<file path="src/rtl/regfile_wb_arbiter_if.sv">
// Bundle between execute/memory result producers, decode, and the arbiter.
// The arbiter takes the slave side. Producers and decode take the master side.
interface regfile_wb_arbiter_if #(
    parameter int Data_width = 32,
    parameter int Addr_width = 5
);
    logic                       alu_valid;
    logic [Addr_width-1:0]      alu_rd;
    logic [Data_width-1:0]      alu_data;
    logic                       lsu_valid;
    logic                       lsu_ready;
    logic [Addr_width-1:0]      lsu_rd;
    logic [Data_width-1:0]      lsu_data;
    logic                       issue_valid;
    logic [Addr_width-1:0]      issue_rd;
    logic [Addr_width-1:0]      rs1;
    logic [Addr_width-1:0]      rs2;
    logic                       stall;
    logic [2**Addr_width-1:0]   busy;
    logic                       we3;
    logic [Addr_width-1:0]      ad3;
    logic [Data_width-1:0]      wd3;

    modport master (
        output alu_valid, alu_rd, alu_data,
        output lsu_valid, lsu_rd, lsu_data,
        output issue_valid, issue_rd, rs1, rs2,
        input  lsu_ready, stall, busy, we3, ad3, wd3
    );

    modport slave (
        input  alu_valid, alu_rd, alu_data,
        input  lsu_valid, lsu_rd, lsu_data,
        input  issue_valid, issue_rd, rs1, rs2,
        output lsu_ready, stall, busy, we3, ad3, wd3
    );
endinterface

</file>
<file path="src/rtl/regfile_wb_arbiter.sv">
// Register-file write-port arbiter: ALU results have priority, LSU results queue in a FIFO.
// Optional pending-write scoreboard enabled by defining WB_SCOREBOARD_EN.
module regfile_wb_arbiter #(
    parameter int Data_width = 32,
    parameter int Addr_width = 5,
    parameter int Fifo_depth = 4
) (
    input logic clk,
    input logic rst,
    regfile_wb_arbiter_if.slave wb
);
    localparam int Ptr_width = $clog2(Fifo_depth);
    localparam int Cnt_width = Ptr_width + 1;
    localparam int Num_regs  = 2 ** Addr_width;

    logic [Addr_width-1:0] fifo_rd_q   [Fifo_depth];
    logic [Addr_width-1:0] fifo_rd_d   [Fifo_depth];
    logic [Data_width-1:0] fifo_data_q [Fifo_depth];
    logic [Data_width-1:0] fifo_data_d [Fifo_depth];
    logic [Ptr_width-1:0]  wr_ptr_q, wr_ptr_d;
    logic [Ptr_width-1:0]  rd_ptr_q, rd_ptr_d;
    logic [Cnt_width-1:0]  count_q, count_d;
    logic                  we3_q, we3_d;
    logic [Addr_width-1:0] ad3_q, ad3_d;
    logic [Data_width-1:0] wd3_q, wd3_d;

    logic                  full;
    logic                  push;
    logic                  pop;
    logic                  alu_wr;
    logic [Addr_width-1:0] head_rd;
    logic [Data_width-1:0] head_data;

    // Full is taken from the registered count, so a same-cycle pop never frees a slot early
    assign full         = (count_q == Cnt_width'(Fifo_depth));
    assign wb.lsu_ready = !rst && !full;
    assign push         = wb.lsu_valid && wb.lsu_ready;
    assign alu_wr       = wb.alu_valid && (wb.alu_rd != '0);
    assign pop          = !alu_wr && (count_q != '0);
    assign head_rd      = fifo_rd_q[rd_ptr_q];
    assign head_data    = fifo_data_q[rd_ptr_q];

    always_comb begin
        fifo_rd_d   = fifo_rd_q;
        fifo_data_d = fifo_data_q;
        wr_ptr_d    = wr_ptr_q;
        rd_ptr_d    = rd_ptr_q;
        if (push) begin
            fifo_rd_d[wr_ptr_q]   = wb.lsu_rd;
            fifo_data_d[wr_ptr_q] = wb.lsu_data;
            wr_ptr_d              = wr_ptr_q + Ptr_width'(1);
        end
        if (pop) begin
            rd_ptr_d = rd_ptr_q + Ptr_width'(1);
        end
        count_d = count_q + Cnt_width'(push) - Cnt_width'(pop);
    end

    // An x0 entry still uses its pop slot, but it leaves the port idle and holds the address and data
    always_comb begin
        we3_d = 1'b0;
        ad3_d = ad3_q;
        wd3_d = wd3_q;
        if (alu_wr) begin
            we3_d = 1'b1;
            ad3_d = wb.alu_rd;
            wd3_d = wb.alu_data;
        end else if (pop && (head_rd != '0)) begin
            we3_d = 1'b1;
            ad3_d = head_rd;
            wd3_d = head_data;
        end
    end

    always_ff @(posedge clk) begin
        fifo_rd_q   <= fifo_rd_d;
        fifo_data_q <= fifo_data_d;
    end

    always_ff @(posedge clk) begin
        if (rst) begin
            wr_ptr_q <= '0;
            rd_ptr_q <= '0;
            count_q  <= '0;
            we3_q    <= 1'b0;
            ad3_q    <= '0;
            wd3_q    <= '0;
        end else begin
            wr_ptr_q <= wr_ptr_d;
            rd_ptr_q <= rd_ptr_d;
            count_q  <= count_d;
            we3_q    <= we3_d;
            ad3_q    <= ad3_d;
            wd3_q    <= wd3_d;
        end
    end

    assign wb.we3 = we3_q;
    assign wb.ad3 = ad3_q;
    assign wb.wd3 = wd3_q;

`ifdef WB_SCOREBOARD_EN
    logic [Num_regs-1:0] busy_q, busy_d;
    logic                lsu_src_q, lsu_src_d;
    logic                stall_int;

    assign lsu_src_d = pop;
    assign stall_int = busy_q[wb.rs1] | busy_q[wb.rs2] | (wb.issue_valid & busy_q[wb.issue_rd]);

    // Clear comes from the write currently on the port. The set is applied afterwards so that it wins on a collision.
    always_comb begin
        busy_d = busy_q;
        if (we3_q && lsu_src_q) begin
            busy_d[ad3_q] = 1'b0;
        end
        if (wb.issue_valid && !stall_int && (wb.issue_rd != '0)) begin
            busy_d[wb.issue_rd] = 1'b1;
        end
        busy_d[0] = 1'b0;
    end

    always_ff @(posedge clk) begin
        if (rst) begin
            busy_q    <= '0;
            lsu_src_q <= 1'b0;
        end else begin
            busy_q    <= busy_d;
            lsu_src_q <= lsu_src_d;
        end
    end

    assign wb.stall = stall_int;
    assign wb.busy  = busy_q;
`else
    assign wb.stall = 1'b0;
    assign wb.busy  = '0;
`endif

endmodule

</file>
<file path="src/flat_wrapper.sv">
// flat-port wrapper written by rule: the top's interface ports become plain ports
module regfile_wb_arbiter_flat 
#(
    parameter int Data_width = 32,
    parameter int Addr_width = 5,
    parameter int Fifo_depth = 4
)
  (clk, rst, wb_alu_valid, wb_alu_rd, wb_alu_data, wb_lsu_valid, wb_lsu_rd, wb_lsu_data, wb_issue_valid, wb_issue_rd, wb_rs1, wb_rs2, wb_lsu_ready, wb_stall, wb_busy, wb_we3, wb_ad3, wb_wd3);
  regfile_wb_arbiter_if #(.Data_width(Data_width), .Addr_width(Addr_width)) wb_i ();
  input logic clk;
  input logic rst;
  input wire logic [$bits(wb_i.alu_valid)-1:0] wb_alu_valid;
  input wire logic [$bits(wb_i.alu_rd)-1:0] wb_alu_rd;
  input wire logic [$bits(wb_i.alu_data)-1:0] wb_alu_data;
  input wire logic [$bits(wb_i.lsu_valid)-1:0] wb_lsu_valid;
  input wire logic [$bits(wb_i.lsu_rd)-1:0] wb_lsu_rd;
  input wire logic [$bits(wb_i.lsu_data)-1:0] wb_lsu_data;
  input wire logic [$bits(wb_i.issue_valid)-1:0] wb_issue_valid;
  input wire logic [$bits(wb_i.issue_rd)-1:0] wb_issue_rd;
  input wire logic [$bits(wb_i.rs1)-1:0] wb_rs1;
  input wire logic [$bits(wb_i.rs2)-1:0] wb_rs2;
  output wire logic [$bits(wb_i.lsu_ready)-1:0] wb_lsu_ready;
  output wire logic [$bits(wb_i.stall)-1:0] wb_stall;
  output wire logic [$bits(wb_i.busy)-1:0] wb_busy;
  output wire logic [$bits(wb_i.we3)-1:0] wb_we3;
  output wire logic [$bits(wb_i.ad3)-1:0] wb_ad3;
  output wire logic [$bits(wb_i.wd3)-1:0] wb_wd3;
  assign wb_i.alu_valid = wb_alu_valid;
  assign wb_i.alu_rd = wb_alu_rd;
  assign wb_i.alu_data = wb_alu_data;
  assign wb_i.lsu_valid = wb_lsu_valid;
  assign wb_i.lsu_rd = wb_lsu_rd;
  assign wb_i.lsu_data = wb_lsu_data;
  assign wb_i.issue_valid = wb_issue_valid;
  assign wb_i.issue_rd = wb_issue_rd;
  assign wb_i.rs1 = wb_rs1;
  assign wb_i.rs2 = wb_rs2;
  assign wb_lsu_ready = wb_i.lsu_ready;
  assign wb_stall = wb_i.stall;
  assign wb_busy = wb_i.busy;
  assign wb_we3 = wb_i.we3;
  assign wb_ad3 = wb_i.ad3;
  assign wb_wd3 = wb_i.wd3;
  regfile_wb_arbiter #(.Data_width(Data_width), .Addr_width(Addr_width), .Fifo_depth(Fifo_depth)) u_core (.clk(clk), .rst(rst), .wb(wb_i));
endmodule
</file>
<file path="config.mk">
export PLATFORM = sky130hd
export DESIGN_NAME = regfile_wb_arbiter_flat
export DESIGN_NICKNAME = d
export VERILOG_FILES = /design/src/rtl/regfile_wb_arbiter_if.sv /design/src/rtl/regfile_wb_arbiter.sv /design/src/flat_wrapper.sv
export SDC_FILE = /design/constraint.sdc
export NUM_CORES = 1
export LEC_CHECK = 0
export BUFFER_PORTS_ARGS = -buffer_cell sky130_fd_sc_hd__clkbuf_2
export CELL_PAD_IN_SITES_DETAIL_PLACEMENT = 2
export CELL_PAD_IN_SITES_GLOBAL_PLACEMENT = 2
export CORE_MARGIN = 4
export CORE_UTILIZATION = 35
export CTS_CLUSTER_SIZE = 25
export DETAILED_ROUTE_END_ITERATION = 16
export HOLD_SLACK_MARGIN = 0.1
export PLACE_DENSITY = 0.78
export SYNTH_ARGS = -nofsm -noshare
export SYNTH_HDL_FRONTEND = slang
export SYNTH_SLANG_ARGS = --single-unit
</file>
<file path="constraint.sdc">
create_clock -name clk -period 3.1 [get_ports clk]
set_input_delay 0.93 -clock clk [delete_from_list [all_inputs] [get_ports clk]]
set_output_delay 0.93 -clock clk [all_outputs]
set_load 0.02 [all_outputs]
</file>
* Yosys cells after proc, flatten, opt, wreduce, memory -nomap -nowiden
Index checks and enable logic that the tools add are counted.
** Storage, ports and cells
- Bits in registers :: 193
- Logic and storage cells :: 55
** Cells by class
- $add $sub $neg :: 4
- Order comparisons :: 3
- Equality and inequality tests :: 1
- Muxes and demuxes :: 18
- Bitwise operators :: 2
- Reduce and logical (&&, ||, !) cells :: 13
** Operator list (count)
- 32-bit two-way mux :: 5
- 128-bit bitwise mux :: 1
- 32-bit binary-select mux with 2-bit select :: 1
- 32-bit demux with 2-bit select :: 1
- 5-bit two-way mux :: 5
- 20-bit bitwise mux :: 1
- 5-bit binary-select mux with 2-bit select :: 1
- 5-bit demux with 2-bit select :: 1
- 5-bit nonzero test :: 2
- 3-bit >= comparator (second input constant) :: 2
- 1-bit logical AND :: 6
- 2-bit inverter with 3-bit output :: 2
- 2-bit by 1-bit adder with 2-bit output (second input constant) :: 2
- 3-bit by 1-bit adder with 3-bit output :: 1
- 3-bit == test (second input constant) :: 1
- 1-bit zero test :: 3
- 3-bit by 1-bit less-than comparator with 1-bit output (second input constant) :: 1
- 3-bit nonzero test :: 1
- 3-bit by 1-bit subtractor with 3-bit output :: 1
- 1-bit two-way mux :: 2
- 2-bit nonzero test :: 1

* Logic depth before layout (Yosys ltp)
Gate-level depths: netlist of run 1.
- Depth in word-level cells :: 8
- Depth in mapped cells :: 10
- Depth with buffers taken out :: 9

* Least setup slack after synthesis of run 1
No wires, ideal clock.
- Path type :: input to register
- Start point :: input port wb_alu_rd[0]
- End point :: register u_core.count_q[1]
- Arrival time :: 3.089 ns
- Slack :: -0.117 ns
- Stages on the path :: 9
- Path buffers :: 1
- Path through :: nor4_1 a21oi_1 clkbuf_1 nor2_1 ha_1 inv_1 ha_1 fa_1 nor2b_1
** Between the ends
- Cells in the longest elaborated chain, start to end :: 5
** Ends and longest elaborated chain
- start, declared :: line flat_wrapper.sv:13 : input wire logic [$bits(wb_i.alu_rd)-1:0] wb_alu_rd;
- 5-bit nonzero test :: line regfile_wb_arbiter.sv:38 : assign alu_wr = wb.alu_valid && (wb.alu_rd != '0);
- 1-bit logical AND :: line regfile_wb_arbiter.sv:38
- 1-bit zero test :: line regfile_wb_arbiter.sv:39 : assign pop = !alu_wr && (count_q != '0);
- 1-bit logical AND :: line regfile_wb_arbiter.sv:39
- net u_core.pop :: line regfile_wb_arbiter.sv:29 : logic pop;
- 3-bit by 1-bit subtractor with 3-bit output :: line regfile_wb_arbiter.sv:56 : count_d = count_q + Cnt_width'(push) - Cnt_width'(pop);
- net u_core.count_d[1] :: line regfile_wb_arbiter.sv:22 : logic [Cnt_width-1:0] count_q, count_d;
- end signal, assigned :: line regfile_wb_arbiter.sv:91 : count_q <= count_d;
- end, declared :: line regfile_wb_arbiter.sv:22
The timed path passes the listed nets, and every way through them passes these cells.
A chain may end at the register's enable or synchronous reset.

* Worst setup path after layout of run 1
- Start point :: input port wb_alu_rd[0]
- End point :: register u_core.wd3_q[12], in the netlist u_core.wb.wd3[12]
** Between the ends
- Cells in the longest elaborated chain, start to end :: 6
** Ends and longest elaborated chain
- 5-bit nonzero test (*) :: line regfile_wb_arbiter.sv:38
- 1-bit logical AND (*) :: line regfile_wb_arbiter.sv:38
- 1-bit zero test :: line regfile_wb_arbiter.sv:39
- 1-bit logical AND :: line regfile_wb_arbiter.sv:39
- 1-bit logical AND :: line regfile_wb_arbiter.sv:68 : end else if (pop && (head_rd != '0)) begin
- 2-bit nonzero test (no line)
- end signal, assigned :: line regfile_wb_arbiter.sv:94 : wd3_q <= wd3_d;
- end, declared :: line regfile_wb_arbiter.sv:25 : logic [Data_width-1:0] wd3_q, wd3_d;
Mark *: on every way between the ends. The rest lies on a longest branch, timed or not.

==> reports/results.ini, run 1 <==
[synth]
yosysWarnings = 0
syn_area_sq_um = 8100
seq_area_frac_synth_pct = 66.0
yosys.area.top_type = edfxtp_1
synth_top_area_share_pct = 54.9
synth_seq_cells = 193
yosys.cell_types.count = 38
synthTopCellsByArea = edfxtp_1 55%, dfxtp_1 11%, mux4_2 10%, a211oi_1 6.8%, o221a_1 4.2%
avgSynthCellArea_sq_um = 16.0
synth_cells = 505

[drt]
ant_nets = 0
drt_iter0_drc = 353
routed_wl_microns = 22900
dr.pass1.iters = 4
wire_per_inst_microns = 24.9
routed_via_density = 5.49
vias = 5031
drcViolationCount = 0

[final_layout]
nets = 720
drive_gt1_share_pct = 34.7
area_growth_pct = 17.7
final_cells = 917
antenna_cells = 0

[critical_path]
worstPathArrival_ns = 3.07
crit_type = in2reg
path_max_fanout = 37
worstPathRequired_ns = 3.42
cp-end-kind = flop
cp-start-kind = primary input

[timing]
final_hold_viol_count = 0
finalCritPeriodShare_pct = 88.5
drv_slew = 0
skew_ns = 0.0229
fmax_ghz = 0.365
period_minus_slack_ns = 2.74
finalWorstSetupSlack_ns = 0.357
rsz0062_at_grt = false
setup_viol = 0
slew_headroom_pct = 31.8
worst_pin_slew_ns = 1.02

[clock_tree]
insertion_delay_ns = 0.44
numCtsBuffers = 17
cts_sinks = 193
cts_root_buf = clkbuf_16
post_cts_resized = 0
postCtsSetupRepairBufs = 0
cts_tree = yes
cts-hold-fix-buffers = 0
htreeDepth = 4
clkTransAtPathRegs_ns = 0.08
cts_buffer_depth = 2

[power]
powerDensity_nw_per_um2 = 765
ir_worst_vdd_mv = 0.489
leakage_uw = 0.00332

[floorplanning]
initial_core_util_pct = 35.6
die_w_microns = 160
rows = 55
ioPinCount = 166
core-area_sq_um = 22700
die-area_sq_um = 25600
die_h_microns = 160

[place]
gp_routability_congestion = 0.700
dpl.cell_count = 884
numPortBuffers = 116
dp_hpwl_microns = 14400
dp_slack_ns = -0.0573

[grt]
antenna_found_initial = 0
grt_overflow_total = 0
track_usage_pct = 17.6
grt_max_degree = 41
grt_pass1_wl_microns = 34600
grt_pass1_vias = 5734

[run]
maxCapViolations = 0

[status]
status = finished, final reports clean

[hold_path]
hp-class = reg2reg

-- power breakdown --
group,internal (uW),leakage [uW],switching (uW),total (uW)
Clock,1150,0.000295,1080,2240
Sequential,3050,0.00172,182,3230
Combinational,694,0.00131,1130,1820
Total,4900,0.00332,2390,7290
-- cell families after synthesis --
logic type / share of synthesized area [%]
flops: 66.0
compound gates: 12.8
buf+inv: 5.90
simple gates: 3.20
mux: 10.5
fa+ha+maj: 1.17
xor+xnor: 0.325
other cells: 0.0463
-- sequential cells by signal (all words and copies together) (netlist names) --
signal	flops
u_core.wb.we3	1
u_core.fifo_rd_q	20
u_core.wb.wd3	32
u_core.wr_ptr_q	2
u_core.wb.ad3	5
u_core.fifo_data_q	128
u_core.count_q	3
u_core.rd_ptr_q	2
-- cell usage in the layout, fill, tap and decap left out, types with 6 or more instances in the layout --
| master | n |
|---|---|
| mux4_2 | 36 |
| conb_1 | 33 |
| clkbuf_2 | 116 |
| nor2_1 | 36 |
| ha_1 | 6 |
| a21oi_1 | 6 |
| edfxtp_1 | 148 |
| o221a_1 | 30 |
| a211oi_1 | 73 |
| buf_4 | 15 |
| dfxtp_1 | 43 |
| inv_1 | 8 |
| clkbuf_16 | 17 |
-- metrics by stage --
step	utilization, %	total power (uW)	instance area, sq um	hold WS (ns)	setup TNS (ns)
final	42.0	7290	9530	0.572	0
after global routing	42.0	7640	9530	0.591	0
after CTS	41.9	7350	9510	0.569	0
after detailed placement	39.3	5080	8920	0.551	-0.163
after global placement	39.3	4950	8920	0.520	0
after floorplan	-	4510	8220	0.508	0
-- worst max-delay path, stage by stage --
cell and delay [ns]:
clkbuf_2 0.11, nor4_4 0.34, buf_4 0.47, a21o_2 0.32
buf_4 0.50, a211oi_1 0.20, o221a_1 0.17
-- layout make-up --
cell class | count | area, sq um
fillers | 2184 | 13200
flip-flops and latches | 193 | 5350
multi-input cells | 263 | 2440
repair buffers | 134 | 753
clock buffers | 17 | 425
well taps | 285 | 357
clock inverters | 15 | 165
inverters | 10 | 37.5
-- path summary, 6_finish.rpt --
check	start	to	slack [ns]	cells past startpoint
max	wb_alu_rd[0]	u_core.wb.wd3[12]$_SDFFE_PP0P_	0.36	7
min	u_core.wb.wd3[14]$_SDFFE_PP0P_	u_core.wb.wd3[14]$_SDFFE_PP0P_	0.57	1
max reg2reg	u_core.rd_ptr_q[1]$_SDFFE_PP0P_	u_core.wb.wd3[4]$_SDFFE_PP0P_	0.38	5
min reg2reg	u_core.wb.wd3[14]$_SDFFE_PP0P_	u_core.wb.wd3[14]$_SDFFE_PP0P_	0.57	1
-- metal layers --
metal	track usage, %	share of wire, %	vias to the layer above	routed length, microns
met4	4.58	1.3	0	291
met2	31.5	52	152	11900
met3	4.23	5.2	20	1190
met1	21.5	41	2651	9440
li1	-	-	2208	-
met5	0	0	-	0
-- cells in the mapped netlist --
cell      instances
a21o_1            1
a21oi_1           6
buf_2             4
o221a_2           2
nor2_1           36
o21bai_1          4
mux2i_1           3
nor4_1            1
xnor2_1           3
clkinv_1          2
or4_1             1
edfxtp_1        148
ha_1              6
nor4_2            1
and2_1            4
buf_4            33
o221a_1          30
clkbuf_1         28
a211oi_1         73
inv_1             8
nor3_1            5
nor2b_1           2
o21ai_0           3
mux2_2            1
o211ai_4          1
buf_8             1
or4_4             1
fa_1              1
buf_6             4
a221oi_1          1
mux4_2           36
nand2_1           2
conb_1            1
o31ai_1           2
dfxtp_1          45
or3_1             1
buf_1             2
nand3_1           2
(Power assumes the default switching activity.)
==> run 2, diff against run 1 <==
--- a/config.mk
+++ b/config.mk
@@ -9,11 +9,11 @@
 export CELL_PAD_IN_SITES_DETAIL_PLACEMENT = 2
 export CELL_PAD_IN_SITES_GLOBAL_PLACEMENT = 2
 export CORE_MARGIN = 4
-export CORE_UTILIZATION = 35
+export CORE_UTILIZATION = 39
 export CTS_CLUSTER_SIZE = 25
 export DETAILED_ROUTE_END_ITERATION = 16
 export HOLD_SLACK_MARGIN = 0.1
-export PLACE_DENSITY = 0.78
+export PLACE_DENSITY = 0.82
 export SYNTH_ARGS = -nofsm -noshare
 export SYNTH_HDL_FRONTEND = slang
 export SYNTH_SLANG_ARGS = --single-unit
==> constraint.sdc (replaced) <==
create_clock -name clk -period 2.6 [get_ports clk]
set_input_delay 0.78 -clock clk [delete_from_list [all_inputs] [get_ports clk]]
set_output_delay 0.78 -clock clk [all_outputs]
set_load 0.02 [all_outputs]
==> reports/results.ini, run 2 (same netlist as run 1, synthesis figures left out) <==
[grt]
grt_overflow_total = 0  ; unchanged
grt_pass1_vias = 5998  ; +4.6%
grt_pass1_wl_microns = 37300  ; +8.0%
antenna_found_initial = 2  ; +2
track_usage_pct = 21.1  ; +3.4 points
grt_max_degree = 46  ; +12%

[timing]
rsz0062_at_grt = false
finalWorstSetupSlack_ns = 0.128  ; -0.229 ns
finalCritPeriodShare_pct = 95.1
slew_headroom_pct = 61.3  ; +29 points
worst_pin_slew_ns = 0.576  ; -0.446 ns
drv_slew = 0  ; unchanged
period_minus_slack_ns = 2.47
fmax_ghz = 0.404
skew_ns = 0.0135  ; -0.00945 ns
final_hold_viol_count = 0  ; unchanged
setup_viol = 0  ; unchanged

[power]
clkPwrFrac_pct = 29.6  ; -1.1 points
ir_worst_vdd_mv = 0.528  ; +8.0%
pwr-share-seq_pct = 44.4  ; about the same
p_int_uw = 5800  ; +18%
powerDensity_nw_per_um2 = 910  ; +19%
pwr-share-comb_pct = 26.0  ; +1.0 points
power.switching_uw = 2910  ; +21%
leakage_uw = 0.00336  ; +1.1%
switching_share_pct = 33.4  ; +0.55 points

[final_layout]
final_cells = 912  ; -0.55%
final_cell_area_sq_um = 9570  ; +0.43%
area_growth_pct = 18.2
largest-register = u_core.fifo_data_q
fillerInstances = 1937  ; -11%
drive_gt1_share_pct = 36.0  ; +1.4 points
largest_reg_flops = 128  ; unchanged
postLayoutCoreUtil_pct = 47.1  ; +5.2 points
layout_common_cells = 148 x edfxtp_1, 116 x clkbuf_2, 73 x a211oi_1, 43 x dfxtp_1
nets = 729  ; +1.3%
final_common_cell = edfxtp_1

[critical_path]
worstPathArrival_ns = 2.81  ; -0.26 ns
crit_slowest_cell = buf_4
cp-end-kind = flop
critPathTopFamily = buffers and inverters
worstPathRequired_ns = 2.94  ; -0.48 ns
path_max_fanout = 33  ; -11%
cp-start-kind = primary input
cpMostUsedCell = buf_4
crit_type = in2reg
path_cells = clkbuf_2 -> nor4_4 -> buf_4 -> a21o_2 -> buf_4 -> o21bai_1 -> a211oi_1
crit_path_max_incr_delay_ns = 0.49  ; about the same
crit_buf_inv = 3  ; unchanged

[place]
gp_routability_congestion = 0.757  ; +8.1%
numPortBuffers = 116  ; unchanged
dpl.cell_count = 879  ; -0.57%
postPlaceCellArea_sq_um = 9010  ; +1.0%
dp_hpwl_microns = 15900  ; +11%
dp_slack_ns = -0.259  ; -0.201 ns

[clock_tree]
cts_root_buf = clkbuf_16
cts-hold-fix-buffers = 0  ; unchanged
post_cts_resized = 0  ; unchanged
cts_tree = yes
htreeDepth = 4  ; unchanged
numCtsBuffers = 17  ; unchanged
clkTransAtPathRegs_ns = 0.07  ; about the same
insertion_delay_ns = 0.44  ; about the same
cts_buffer_depth = 2  ; unchanged
cts_sinks = 193  ; unchanged
postCtsSetupRepairBufs = 0  ; unchanged

[floorplanning]
die_w_microns = 152  ; -5.0%
ioPinCount = 166  ; unchanged
die_h_microns = 152  ; -5.0%
rows = 52  ; -5.5%
core-area_sq_um = 20300  ; -11%
initial_core_util_pct = 39.9  ; +4.2 points
die-area_sq_um = 23100  ; -9.8%

[run]
maxCapViolations = 0  ; unchanged

[hold_path]
hp-class = in2reg

[drt]
dr.pass1.iters = 5  ; +1
vias = 5202  ; +3.4%
routed_via_density = 5.70  ; +4.0%
ant_nets = 0  ; unchanged
routed_wl_microns = 24500  ; +7.3%
drt_iter0_drc = 352  ; -0.28%
wire_per_inst_microns = 26.9  ; +7.9%
drcViolationCount = 0  ; unchanged

[status]
status = finished, final reports clean

==> run 2: final cells by class <==
class,instances,area [sq um],share of cell area (%)
diodes,1,2.50,0.0261
clock buffers,17,425,4.45
clock inverters,15,136,1.43
inverters,10,38.8,0.405
multi-input cells,262,2430,25.3
flip-flops and latches,193,5350,55.9
well taps,270,338,3.53
repair buffers,144,853,8.92
==> run 2: worst register-to-register path, stage by stage (launching register included) <==
cell and delay [ns]:
dfxtp_4 0.43, mux4_2 0.59, nor4_2 0.52, nand3_2 0.17, buf_4 0.27, o221a_1 0.30
==> run 2: final timing paths <==
| check | from | to | slack, ns | depth (start not counted) |
|---|---|---|---|---|
| worst max-delay path | wb_alu_rd[4] | u_core.wb.ad3[2]$_SDFFE_PP0P_ | 0.13 | 7 |
| worst min-delay path | wb_lsu_data[2] | u_core.fifo_data_q[98]$_DFFE_PP_ | 0.56 | 1 |
| worst max register to register | u_core.rd_ptr_q[0]$_SDFFE_PP0P_ | u_core.wb.wd3[2]$_SDFFE_PP0P_ | 0.20 | 5 |
| worst min register to register | u_core.wb.wd3[21]$_SDFFE_PP0P_ | u_core.wb.wd3[21]$_SDFFE_PP0P_ | 0.57 | 1 |
==> run 2: power by group through the flow <==
| stage | clock, uW | combinational (uW) | sequential, uW |
|---|---|---|---|
| after floorplan | 0 | 1350 | 4040 |
| after global placement | 0 | 2090 | 3890 |
| after detailed placement | 0 | 2260 | 3930 |
| after CTS | 2620 | 2290 | 3870 |
| after global routing | 2750 | 2450 | 3900 |
| final | 2570 | 2270 | 3870 |
==> run 2: stage by stage <==
stage	setup TNS [ns]	hold slack [ns]	power (uW)
floorplan	-0.0745	0.508	5380
global placement	-3.03	0.516	5980
detailed placement	-7.96	0.551	6180
CTS	0	0.552	8780
global route	0	0.557	9100
finish	0	0.559	8710
==> run 2: per-layer routing <==
layer | vias to the layer above | GRT usage, % | wire (microns)
met4 | 2 | 9.03 | 946
met5 | - | 0 | 13
met1 | 2670 | 25.0 | 9470
li1 | 2221 | - | -
met2 | 247 | 36.5 | 12500
met3 | 62 | 5.23 | 1570
